$ cat src/rtl/calc_port_scheduler.sv
// Shares one adder/shifter engine between four two-cycle calc requester ports:
// captures operands, rejects invalid commands, grants round-robin and routes results back.
module calc_port_scheduler #(
    parameter int DATA_W  = 32,
    parameter int TIMEOUT = 63
) (
    input  logic              c_clk,
    input  logic              reset,
    input  logic [3:0]        req1_cmd_in,
    input  logic [3:0]        req2_cmd_in,
    input  logic [3:0]        req3_cmd_in,
    input  logic [3:0]        req4_cmd_in,
    input  logic [DATA_W-1:0] req1_data_in,
    input  logic [DATA_W-1:0] req2_data_in,
    input  logic [DATA_W-1:0] req3_data_in,
    input  logic [DATA_W-1:0] req4_data_in,
    output logic [1:0]        out_resp1,
    output logic [1:0]        out_resp2,
    output logic [1:0]        out_resp3,
    output logic [1:0]        out_resp4,
    output logic [DATA_W-1:0] out_data1,
    output logic [DATA_W-1:0] out_data2,
    output logic [DATA_W-1:0] out_data3,
    output logic [DATA_W-1:0] out_data4,
    output logic [3:0]        port_busy,
    output logic              alu_start,
    output logic [3:0]        alu_cmd,
    output logic [DATA_W-1:0] alu_op1,
    output logic [DATA_W-1:0] alu_op2,
    input  logic              alu_done,
    input  logic [1:0]        alu_resp,
    input  logic [DATA_W-1:0] alu_data,
    output logic [7:0]        dbg_port_state,
    output logic              dbg_eng_busy
);

    localparam int CNT_W = (TIMEOUT < 2) ? 1 : $clog2(TIMEOUT + 1);
    localparam logic [CNT_W-1:0] TMO_LAST = CNT_W'(TIMEOUT - 1);

    typedef enum logic [1:0] {P_IDLE, P_OP2, P_PEND, P_ISSUED} port_state_t;
    typedef enum logic {E_IDLE, E_BUSY} eng_state_t;

    logic [3:0]        cmd_in  [4];
    logic [DATA_W-1:0] data_in [4];

    port_state_t       st_q [4];
    port_state_t       st_d [4];
    logic [3:0]        cmd_q [4];
    logic [DATA_W-1:0] op1_q [4];
    logic [DATA_W-1:0] op2_q [4];
    logic [1:0]        resp_q [4];
    logic [1:0]        resp_d [4];
    logic [DATA_W-1:0] rdata_q [4];
    logic [DATA_W-1:0] rdata_d [4];

    eng_state_t        eng_q, eng_d;
    logic [CNT_W-1:0]  tmo_cnt;
    logic [1:0]        rr_ptr;
    logic [3:0]        eligible;
    logic              grant;
    logic [1:0]        grant_idx;
    logic [DATA_W-1:0] grant_op2;
    logic              done_acc;
    logic              timeout_hit;

    assign cmd_in[0]  = req1_cmd_in;
    assign cmd_in[1]  = req2_cmd_in;
    assign cmd_in[2]  = req3_cmd_in;
    assign cmd_in[3]  = req4_cmd_in;
    assign data_in[0] = req1_data_in;
    assign data_in[1] = req2_data_in;
    assign data_in[2] = req3_data_in;
    assign data_in[3] = req4_data_in;

    function automatic logic cmd_valid(input logic [3:0] c);
        return (c == 4'd1) || (c == 4'd2) || (c == 4'd5) || (c == 4'd6);
    endfunction

    // Engine handshake: alu_start is a one-cycle issue pulse with cmd/ops valid in that
    // cycle; alu_done is a one-cycle completion pulse carrying alu_resp/alu_data, honoured
    // only while an operation is outstanding (stray or late pulses are dropped).
    always_comb begin
        done_acc    = (eng_q == E_BUSY) && alu_done;
        timeout_hit = (eng_q == E_BUSY) && !alu_done && (tmo_cnt == TMO_LAST);

        for (int i = 0; i < 4; i++) begin
            eligible[i] = (st_q[i] == P_PEND) ||
                          ((st_q[i] == P_OP2) && cmd_valid(cmd_q[i]));
        end

        // Completion and re-grant may share a cycle, so the engine stays back-to-back.
        grant     = 1'b0;
        grant_idx = rr_ptr;
        if ((eng_q == E_IDLE) || done_acc || timeout_hit) begin
            for (int k = 1; k <= 4; k++) begin
                if (!grant && eligible[2'(rr_ptr + 2'(k))]) begin
                    grant     = 1'b1;
                    grant_idx = 2'(rr_ptr + 2'(k));
                end
            end
        end

        // A port granted straight out of OP2 has its op2 on the input bus this cycle.
        grant_op2 = (st_q[grant_idx] == P_OP2) ? data_in[grant_idx] : op2_q[grant_idx];

        eng_d = eng_q;
        if (grant) begin
            eng_d = E_BUSY;
        end else if (done_acc || timeout_hit) begin
            eng_d = E_IDLE;
        end

        for (int i = 0; i < 4; i++) begin
            st_d[i]    = st_q[i];
            resp_d[i]  = 2'd0;
            rdata_d[i] = '0;
            case (st_q[i])
                P_IDLE: begin
                    if (cmd_in[i] != 4'd0) st_d[i] = P_OP2;
                end
                P_OP2: begin
                    if (!cmd_valid(cmd_q[i])) begin
                        st_d[i]   = P_IDLE;
                        resp_d[i] = 2'd2;
                    end else if (grant && (grant_idx == 2'(i))) begin
                        st_d[i] = P_ISSUED;
                    end else begin
                        st_d[i] = P_PEND;
                    end
                end
                P_PEND: begin
                    if (grant && (grant_idx == 2'(i))) st_d[i] = P_ISSUED;
                end
                P_ISSUED: begin
                    if (done_acc) begin
                        st_d[i]    = P_IDLE;
                        resp_d[i]  = alu_resp;
                        rdata_d[i] = alu_data;
                    end else if (timeout_hit) begin
                        st_d[i]   = P_IDLE;
                        resp_d[i] = 2'd3;
                    end
                end
                default: st_d[i] = P_IDLE;
            endcase
        end
    end

    always_ff @(posedge c_clk) begin
        if (reset) begin
            eng_q     <= E_IDLE;
            tmo_cnt   <= '0;
            rr_ptr    <= 2'd3;
            alu_start <= 1'b0;
            alu_cmd   <= 4'd0;
            alu_op1   <= '0;
            alu_op2   <= '0;
            for (int i = 0; i < 4; i++) begin
                st_q[i]    <= P_IDLE;
                cmd_q[i]   <= 4'd0;
                op1_q[i]   <= '0;
                op2_q[i]   <= '0;
                resp_q[i]  <= 2'd0;
                rdata_q[i] <= '0;
            end
        end else begin
            eng_q     <= eng_d;
            alu_start <= grant;
            if (grant) begin
                tmo_cnt <= '0;
                rr_ptr  <= grant_idx;
                alu_cmd <= cmd_q[grant_idx];
                alu_op1 <= op1_q[grant_idx];
                alu_op2 <= grant_op2;
            end else if (eng_q == E_BUSY) begin
                tmo_cnt <= tmo_cnt + 1'b1;
            end
            for (int i = 0; i < 4; i++) begin
                st_q[i]    <= st_d[i];
                resp_q[i]  <= resp_d[i];
                rdata_q[i] <= rdata_d[i];
                if ((st_q[i] == P_IDLE) && (cmd_in[i] != 4'd0)) begin
                    cmd_q[i] <= cmd_in[i];
                    op1_q[i] <= data_in[i];
                end
                if (st_q[i] == P_OP2) op2_q[i] <= data_in[i];
            end
        end
    end

    always_comb begin
        for (int i = 0; i < 4; i++) begin
            port_busy[i] = (st_q[i] != P_IDLE);
        end
    end

    assign out_resp1      = resp_q[0];
    assign out_resp2      = resp_q[1];
    assign out_resp3      = resp_q[2];
    assign out_resp4      = resp_q[3];
    assign out_data1      = rdata_q[0];
    assign out_data2      = rdata_q[1];
    assign out_data3      = rdata_q[2];
    assign out_data4      = rdata_q[3];
    assign dbg_port_state = {st_q[3], st_q[2], st_q[1], st_q[0]};
    assign dbg_eng_busy   = (eng_q == E_BUSY);

endmodule

$ cat config.mk
export PLATFORM = sky130hd
export DESIGN_NAME = calc_port_scheduler
export DESIGN_NICKNAME = d
export VERILOG_FILES = /design/src/rtl/calc_port_scheduler.sv
export SDC_FILE = /design/constraint.sdc
export NUM_CORES = 1
export LEC_CHECK = 0
export CORE_MARGIN = 2
export CORE_UTILIZATION = 50
export CTS_CLUSTER_SIZE = 40
export DETAILED_ROUTE_END_ITERATION = 12
export GPL_ROUTABILITY_DRIVEN = 0
export PLACE_DENSITY = 0.78
export REMOVE_ABC_BUFFERS = 1
export SYNTH_ARGS = -nofsm -noshare
export SYNTH_HDL_FRONTEND = slang
export SYNTH_SLANG_ARGS = --single-unit
$ cat constraint.sdc
create_clock -name c_clk -period 10.2 [get_ports c_clk]
set_input_delay 1.02 -clock c_clk [delete_from_list [all_inputs] [get_ports c_clk]]
set_output_delay 1.02 -clock c_clk [all_outputs]
set_load 0.05 [all_outputs]
==> results of run 1 <==
## report_power, final
part	internal (uW)	switching [uW]	total, uW
Clock	992	766	1760
Combinational	1220	2330	3550
Sequential	2500	235	2740
## per-layer routing
layer | GRT usage, % | part of all wire [%] | vias up | routed length [um]
met5 | 0 | 0.018 | - | 13
met4 | 18.7 | 5.4 | 2 | 3930
met3 | 7.34 | 12 | 246 | 8360
met2 | 51.0 | 47 | 1288 | 34000
met1 | 38.8 | 36 | 8606 | 26200
li1 | - | - | 7743 | -
## cell type report
| cell class | instances | area (um2) |
|---|---|---|
| well taps | 585 | 732 |
| clock inverters | 15 | 83.8 |
| multi-input cells | 1272 | 8630 |
| diodes | 6 | 15.0 |
| clock buffers | 75 | 1470 |
| inverters | 11 | 41.3 |
| fillers | 3231 | 15100 |
| repair buffers | 424 | 4180 |
| flip-flops and latches | 494 | 12600 |
## how the worst min path moves through the flow
stage                startpoint          end  slack, ns  cells after the start
finish              alu_op2[12]  alu_op2[12]       0.49                      1
global route        alu_op2[26]  alu_op2[26]       0.50                      1
CTS                 alu_op2[12]  alu_op2[12]       0.49                      1
detailed placement  alu_op2[12]  alu_op2[12]       0.48                      1
global placement    alu_op2[12]  alu_op2[12]       0.48                      1
floorplan            tmo_cnt[1]   tmo_cnt[1]       0.49                      2
## worst reg2reg max path, cell delays in order (launching register included)
cell,delay [ns]
dfxtp_4,1.00
inv_2,0.47
o211ai_2,0.23
o2bb2ai_1,0.13
a31oi_1,0.62
nand2_1,0.86
o22ai_4,1.19
buf_4,0.68
and3_1,0.27
a21oi_1,0.04
a211oi_1,0.26
## cell families (layout without fill, tap and decap cells)
kind of cell	after synthesis	count (layout)	share of synthesized area, %
other	0	6	0
adders and majority gates	12	12	0.695
muxes	103	103	4.80
and+or+nand+nor	709	709	17.1
AOI/OAI and AO/OA	437	437	15.7
buffers and inverters	155	525	2.85
xor gates and xnor gates	11	11	0.446
DFF	494	494	58.4
## layout by cell type, fill, tap and decap left out, types with 27 or more instances in the layout
cell and instances:
clkbuf_16 52, mux2i_1 97, buf_4 27, a211oi_1 70, o22ai_1 30, and2_1 309
clkdlybuf4s50_1 397, edfxtp_1 272, a32o_1 29, nor2_1 159, dfxtp_1 221, a221oi_1 42
nand3_1 33, a21oi_1 32, nand2_1 114, a22oi_1 73
## registers in the layout, summed over array words and instances, names as in the netlist, 6 cells and up, named ones only
register	count
alu_op2	32
tmo_cnt	6
resp_q	8
cmd_q	16
op2_q	128
rdata_q	128
op1_q	128
alu_op1	32
## per-stage QoR
stage	worst slack, ns	instance area [um2]	hold slack, ns	power [uW]
floorplan	0.258	21000	0.487	4960
global placement	4.51	26200	0.478	6120
detailed placement	4.39	26200	0.478	6230
CTS	4.46	27800	0.492	7980
global route	4.15	27800	0.503	8340
finish	4.37	27800	0.493	8050
==> reports/results.ini, run 1 <==
[setup_path]
timing_worst_setup_path_type = flop to flop
end_kind = flop
arrival_ns = 6.32
path_buf_inv = 2
ff2ff_path_depth = 10
cp-endpoint = st_q[2][0]
critPathMaxFanout = 55
r2r-end = st_q[2][0]
max_stage_delay_ns = 1.19
path_delay_family = compound AO/OA/AOI/OAI gates
crit_chain = inv_2 > o211ai_2 > o2bb2ai_1 > a31oi_1 > nand2_1 > o22ai_4 > buf_4 > and3_1 > a21oi_1 > a211oi_1
required_ns = 10.70
crit_start = rr_ptr[0]
startpoint_type = flop
r2r_start = rr_ptr[0]
critical_path_depth = 10
r2r_slack_ns = 4.37
crit_slowest_cell = o22ai_4

[sta]
drv_slew = 0
fin_crit_sh_pct = 57.1
finalHoldViolCount = 0
rsz0062_at_grt = no
setup_violations = 0
skew_ns = 0.0158
slew_headroom_pct = 17.2
finalSetupTns_ns = 0
period_needed_ns = 5.83
worstMarginPinSlew_ns = 1.24
fmax_mhz = 172

[detailed_routing]
num_vias = 17885
drt-pass1-iter-count = 6
wl_per_cell_um = 25.1
drt_iter0_markers = 1925
routed_wl_um = 72400
viasPerCell = 6.21
drc_errors = 0
drtAntennaViolNets = 0

[clocking]
post_cts_buffers = 0
cts-buffers-inserted = 50
cts_hold_buf = 0
clk_pin_slew_ns = 0.06
tritoncts = done
h-tree-depth = 2
cts.repair.resized = 0
cts_buffer_depth = 3
clock_latency_ns = 0.60
cts.sinks = 494
ctsRootBufferMaster = clkbuf_16

[grt]
overflow = 0
grt_max_degree = 61
grt_pass1_vias = 17987
antenna_found_initial = 7
grt_first_pass_wirelength_um = 106000
grt.total_usage_pct = 31.6

[place]
dp_hpwl_um = 43700
dp_cells = 2786
portBuffers = 398

[floorplan]
die_h_um = 212
start_util_pct = 50.4
core-area_um2 = 42900
design.portCount = 399
row_count = 76
dieArea_um2 = 44900
die_width_um = 212

[yosys]
syn_area_per_cell_um2 = 11.3
async_reset_ff_share_pct = 0
synth_area_um2 = 21600
yosysTopAreaCell = edfxtp_1
synth_seq_cells = 494
netlist_instances = 1921
seq_area_frac_synth_pct = 58.4
synthTopCellsByArea = edfxtp_1 (38%), dfxtp_1 (21%), and2_1 (8.9%)
synthTopCellsByCount = and2_1 (309), edfxtp_1 (272), dfxtp_1 (222)
synth_ff_type = edfxtp_1
ys_warn_count = 0
yosys.cell_count.top_type = and2_1
synth_edf_count = 272
yosysTopAreaCellShare_pct = 37.8
synthDistinctLibCells = 70

[cells_and_area]
utilization_pct = 64.7
synthToLayoutAreaGrowth_pct = 28.5
finalNonFillerCells = 2882
final_nets = 2446
drive_above_1_share_pct = 6.94

[pwr]
cellPowerDensity_nw_per_um2 = 290
vdd.ir_drop.worst_uv = 261
p_leak_uw = 0.0102

[outcome]
status = completed

[job]
maxCapViolCount = 0

[min_path]
min-delay-path-class = flop to flop

(Power assumes the default switching activity.)
==> run 2: changes to the inputs <==
==> constraint.sdc (replaced) <==
create_clock -name c_clk -period 5.9 [get_ports c_clk]
set_input_delay 0.59 -clock c_clk [delete_from_list [all_inputs] [get_ports c_clk]]
set_output_delay 0.59 -clock c_clk [all_outputs]
set_load 0.05 [all_outputs]
==> reports/results.ini, run 2 (synthesis gave the netlist of run 1 again) <==
[floorplan]
start_util_pct = 50.4  ; unchanged
core-area_um2 = 42900  ; unchanged
die_h_um = 212  ; unchanged
dieArea_um2 = 44900  ; unchanged
die_width_um = 212  ; unchanged
row_count = 76  ; unchanged
design.portCount = 399  ; unchanged

[setup_path]
required_ns = 6.38  ; -4.32 ns
critPathMaxFanout = 38  ; -31%
end_kind = flop
path_buf_inv = 3  ; +1
path_delay_family = compound AO/OA/AOI/OAI gates
arrival_ns = 5.11  ; -1.21 ns
crit_slowest_cell = a31oi_4
max_stage_delay_ns = 0.82  ; -0.37 ns
startpoint_type = flop
timing_worst_setup_path_type = flop to flop
crit_chain = inv_1 > ha_1 > nor2b_1 > a21o_1 > nor2_1 > a31oi_1 > nor2_4 > buf_4 > o21ai_0 > a31oi_4 > buf_12 > nand3_1 > a32o_1

[detailed_routing]
wl_per_cell_um = 24.8  ; -1.3%
routed_wl_um = 71600  ; -1.2%
drtAntennaViolNets = 0  ; unchanged
viasPerCell = 6.17  ; -0.54%
drt-pass1-iter-count = 5  ; -1
drc_errors = 0  ; unchanged
num_vias = 17800  ; -0.48%
drt_iter0_markers = 2195  ; +14%

[sta]
worstMarginPinSlew_ns = 1.25  ; +0.00435 ns
fin_crit_sh_pct = 78.6  ; +21 points
skew_ns = 0.0240  ; +0.00825 ns
drv_slew = 0  ; unchanged
holdWs_ns = 0.494  ; +0.000720 ns
finalSetupTns_ns = 0  ; unchanged
finalHoldViolCount = 0  ; unchanged
setup_violations = 0  ; unchanged
slew_headroom_pct = 16.3  ; -0.91 points
rsz0062_at_grt = no
fmax_mhz = 216  ; +26%
period_needed_ns = 4.63  ; -1.19 ns

[min_path]
min-delay-path-class = flop to flop
min-delay-start = alu_op2[7]

[place]
dp_hpwl_um = 43800  ; +0.19%
portBuffers = 398  ; unchanged
place_area_um2 = 26200  ; +0.13%
dp_cells = 2789  ; +0.11%

[clocking]
tritoncts = done
cts_buffer_depth = 3  ; unchanged
cts_hold_buf = 0  ; unchanged
cts.sinks = 494  ; unchanged
post_cts_buffers = 0  ; unchanged
cts-buffers-inserted = 50  ; unchanged
clk_pin_slew_ns = 0.06  ; about the same
ctsRootBufferMaster = clkbuf_16
clock_latency_ns = 0.59  ; about the same
cts.repair.resized = 0  ; unchanged
h-tree-depth = 2  ; unchanged

[grt]
antenna_found_initial = 6  ; -1
grt_pass1_vias = 17994  ; +0.039%
grt_max_degree = 74  ; +21%
grt_first_pass_wirelength_um = 107000  ; +0.33%
overflow = 0  ; unchanged
grt.total_usage_pct = 31.4  ; -0.18 points

[cells_and_area]
top_regs = op1_q (128), op2_q (128), rdata_q (128)
final_nets = 2449  ; +0.12%
fillCellCount = 3168  ; -1.9%
layout_common_cells = clkdlybuf4s50_1 (397), and2_1 (309), edfxtp_1 (272), dfxtp_1 (221), nor2_1 (159)
final_common_cell = clkdlybuf4s50_1
multi_input_area_um2 = 8630  ; unchanged
synthToLayoutAreaGrowth_pct = 29.6
seq_area_um2 = 12600  ; unchanged
finalNonFillerCells = 2884  ; +0.069%
drive_above_1_share_pct = 7.45  ; +0.51 points
fin_area_um2 = 28000  ; +0.89%

[job]
maxCapViolCount = 0  ; unchanged

[pwr]
cellPowerDensity_nw_per_um2 = 508  ; +75%
vdd.ir_drop.worst_uv = 469  ; +80%
p_leak_uw = 0.0104  ; +1.2%

[outcome]
status = completed

[run 2: changes by cell type in the layout (fill, tap and decap cells not counted)]
cell,before,now
clkinv_1,4,1
clkbuf_16,52,55
clkbuf_8,8,10
diode_2,6,4
inv_6,2,1
clkbuf_1,15,10
inv_4,0,2
clkinv_2,7,5
buf_4,27,29
bufinv_16,0,5
buf_12,0,1
[run 2: through the flow]
| stage | power [uW] | util (%) | worst slack (ns) |
|---|---|---|---|
| final | 14200 | 65.3 | 1.27 |
| after global routing | 14800 | 65.3 | 0.994 |
| after CTS | 14100 | 65.3 | 1.40 |
| after detailed placement | 10800 | 61.2 | 1.19 |
| after global placement | 10600 | 61.2 | 1.32 |
| after floorplan | 8570 | - | -4.04 |
[run 2: where the power goes]
part	total [uW]	leakage [uW]	switching [uW]	internal (uW)
sequential	4650	0.00478	329	4330
clock	3390	0.000871	1350	2040
combinational	6190	0.00471	4040	2150
total	14200	0.0104	5730	8510
[run 2: area by class of cell]
cell class                 instances  area share [%]
sequential                       494            45.0
multi-input combinational       1272            30.8
timing repair buffer             427            15.0
clock buffer                      75            5.54
tap                              585            2.61
clock inverter                    16           0.773
inverter                          11           0.147
antenna                            4          0.0357
[run 2: worst reg2reg max path, cell delays in order, from the launching register on]
cell and delay (ns):
dfxtp_1 0.51, inv_1 0.14, ha_1 0.22, nor2b_1 0.18
a21o_1 0.23, nor2_1 0.39, a31oi_1 0.41, nor2_4 0.22
buf_4 0.42, o21ai_0 0.27, a31oi_4 0.82, buf_12 0.30
nand3_1 0.13, a32o_1 0.28
[run 2: layer usage]
| metal | GRT usage [%] | vias up | share of wire [%] |
|---|---|---|---|
| met4 | 17.7 | 6 | 5.0 |
| met1 | 38.5 | 8619 | 37 |
| li1 | - | 7752 | - |
| met5 | 0 | - | 0.053 |
| met3 | 6.54 | 222 | 11 |
| met2 | 51.7 | 1201 | 47 |
[run 2: worst paths after layout]
kind / to / slack, ns / cells past startpoint
worst max-delay path: alu_op2[4] / 1.27 / 13
worst min-delay path: alu_op2[7] / 0.49 / 1
worst max register to register: alu_op2[4] / 1.27 / 13
worst min register to register: alu_op2[7] / 0.49 / 1
==> run 3: changes to the inputs <==
--- a/config.mk
+++ b/config.mk
@@ -6,7 +6,7 @@
 export NUM_CORES = 1
 export LEC_CHECK = 0
 export CORE_MARGIN = 2
-export CORE_UTILIZATION = 50
+export CORE_UTILIZATION = 48
 export CTS_CLUSTER_SIZE = 40
 export DETAILED_ROUTE_END_ITERATION = 12
 export GPL_ROUTABILITY_DRIVEN = 0
==> constraint.sdc (replaced) <==
create_clock -name c_clk -period 3.8 [get_ports c_clk]
set_input_delay 0.38 -clock c_clk [delete_from_list [all_inputs] [get_ports c_clk]]
set_output_delay 0.38 -clock c_clk [all_outputs]
set_load 0.05 [all_outputs]
==> reports/results.ini, run 3 (synthesis gave the netlist of run 1 again) <==
[outcome]
status = completed

[setup_path]
crit_chain = or3b_4 > o21ai_2 > nor3_2 > a32oi_4 > o22ai_4 > a222oi_1 > buf_4 > a31oi_4 > buf_12 > or3_1 > a32o_1
crit_slowest_cell = edfxtp_1
startpoint_type = flop
required_ns = 4.31  ; -2.07 ns
end_kind = flop
arrival_ns = 4.15  ; -0.96 ns
r2r_slack_ns = 0.16  ; -1.10 ns
critPathMaxFanout = 42  ; +11%
max_stage_delay_ns = 0.45  ; -0.37 ns
timing_worst_setup_path_type = flop to flop

[pwr]
cellPowerDensity_nw_per_um2 = 794  ; +56%
p_leak_uw = 0.0106  ; +2.5%
vdd.ir_drop.worst_uv = 578  ; +23%

[cells_and_area]
final_common_cell = clkdlybuf4s50_1
fillCellCount = 3389  ; +7.0%
final_nets = 2497  ; +2.0%
top_regs = op1_q (128), op2_q (128), rdata_q (128)
synthToLayoutAreaGrowth_pct = 31.6
finalNonFillerCells = 2942  ; +2.0%
layout_common_cells = clkdlybuf4s50_1 (397), and2_1 (309), edfxtp_1 (272), dfxtp_1 (220), nor2_1 (159)
drive_above_1_share_pct = 9.85  ; +2.4 points
fin_area_um2 = 28400  ; +1.6%

[sta]
finalHoldViolCount = 0  ; unchanged
period_needed_ns = 3.64  ; -0.997 ns
setup_violations = 0  ; unchanged
worstMarginPinSlew_ns = 1.32  ; +0.0776 ns
drv_slew = 0  ; unchanged
slew_headroom_pct = 11.5  ; -4.8 points
fmax_mhz = 275  ; +27%
fin_crit_sh_pct = 95.7  ; +17 points
fin_ws_ns = 0.162  ; -1.10 ns
holdWs_ns = 0.374  ; -0.120 ns
skew_ns = 0.0290  ; +0.00502 ns

[detailed_routing]
viasPerCell = 6.14  ; -0.52%
routed_wl_um = 73200  ; +2.3%
wl_per_cell_um = 24.9  ; +0.33%
num_vias = 18063  ; +1.5%
drt-pass1-iter-count = 6  ; +1
drc_errors = 0  ; unchanged
drt_iter0_markers = 2092  ; -4.7%
drtAntennaViolNets = 0  ; unchanged

[floorplan]
design.portCount = 399  ; unchanged
core-area_um2 = 44300  ; +3.3%
die_h_um = 216  ; +2.0%
die_width_um = 216  ; +2.0%
dieArea_um2 = 46700  ; +4.1%
start_util_pct = 48.8  ; -1.6 points
row_count = 77  ; +1.3%

[clocking]
cts_buffer_depth = 3  ; unchanged
cts-buffers-inserted = 50  ; unchanged
cts.sinks = 494  ; unchanged
ctsRootBufferMaster = clkbuf_16
tritoncts = done
clock_latency_ns = 0.62  ; +0.03 ns
h-tree-depth = 2  ; unchanged
clk_pin_slew_ns = 0.07  ; about the same

[place]
dp_hpwl_um = 47700  ; +8.9%
place_area_um2 = 26700  ; +1.6%
dp_cells = 2843  ; +1.9%
place_ws_ns = 0.132  ; -1.06 ns
portBuffers = 398  ; unchanged

[job]
maxCapViolCount = 0  ; unchanged

[grt]
overflow = 0  ; unchanged
grt_max_degree = 61  ; -18%
antenna_found_initial = 9  ; +3
grt.total_usage_pct = 30.5  ; -0.96 points
grt_first_pass_wirelength_um = 108000  ; +1.8%
grt_pass1_vias = 18047  ; +0.29%

[min_path]
min-delay-path-class = input port to flop

## run 3: cell types whose count changed in the layout (fill, tap and decap cells not counted), sizes merged
cell,delta
buf,+48
inv,+6
clkinv,+4
clkbuf,-6
bufinv,-1
## run 3: worst paths after layout
path | start | endpoint | cells after the start
max | cmd_q[3][3] | alu_op2[31] | 11
min | reset | alu_op1[21] | 2
max reg2reg | cmd_q[3][3] | alu_op2[31] | 11
min reg2reg | alu_op1[24] | alu_op1[24] | 2
## run 3: cell type report
type | instances | area (um2) | share of cell area, %
diodes | 4 | 10.0 | 0.0352
flip-flops and latches | 494 | 12600 | 44.4
clock inverters | 25 | 270 | 0.950
repair buffers | 475 | 4630 | 16.3
multi-input cells | 1272 | 8670 | 30.5
inverters | 11 | 41.3 | 0.145
well taps | 592 | 741 | 2.60
clock buffers | 69 | 1470 | 5.16
## run 3: critical path, delay by kind of cell, from the launching register on
kind	cells	cell delay (ns)
AO/OA/AOI/OAI	6	1.68
buffers and inverters	2	0.41
flip-flops	1	0.45
AND/OR/NAND/NOR	3	0.99
## run 3: stage by stage
stage / total power [uW] / utilization, % / TNS (ns)
5_1_grt: 23400 / 64.2 / -0.00480
4_1_cts: 22400 / 64.1 / 0
3_3_place_gp: 17000 / 60.2 / 0
2_1_floorplan: 13300 / - / -366.93
3_5_place_dp: 17200 / 60.2 / 0
6_report: 22600 / 64.2 / 0
## run 3: what timing repair did
action	4_1_cts	5_1_grt
buffers inserted	0	1
gates resized for setup	0	7
hold buffers	0	0
setup endpoints to repair	0	60
## run 3: routing by layer
metal / track usage, % / share of wire [%]
met4: 13.6 / 4.0
met5: 0 / 0.12
met3: 7.66 / 11
met1: 37.7 / 37
met2: 50.5 / 48
## run 3: report_power, final
group | internal (uW) | leakage (uW) | switching [uW]
combinational | 3720 | 0.00498 | 6510
clock | 3010 | 0.000863 | 2190
sequential | 6710 | 0.00478 | 456
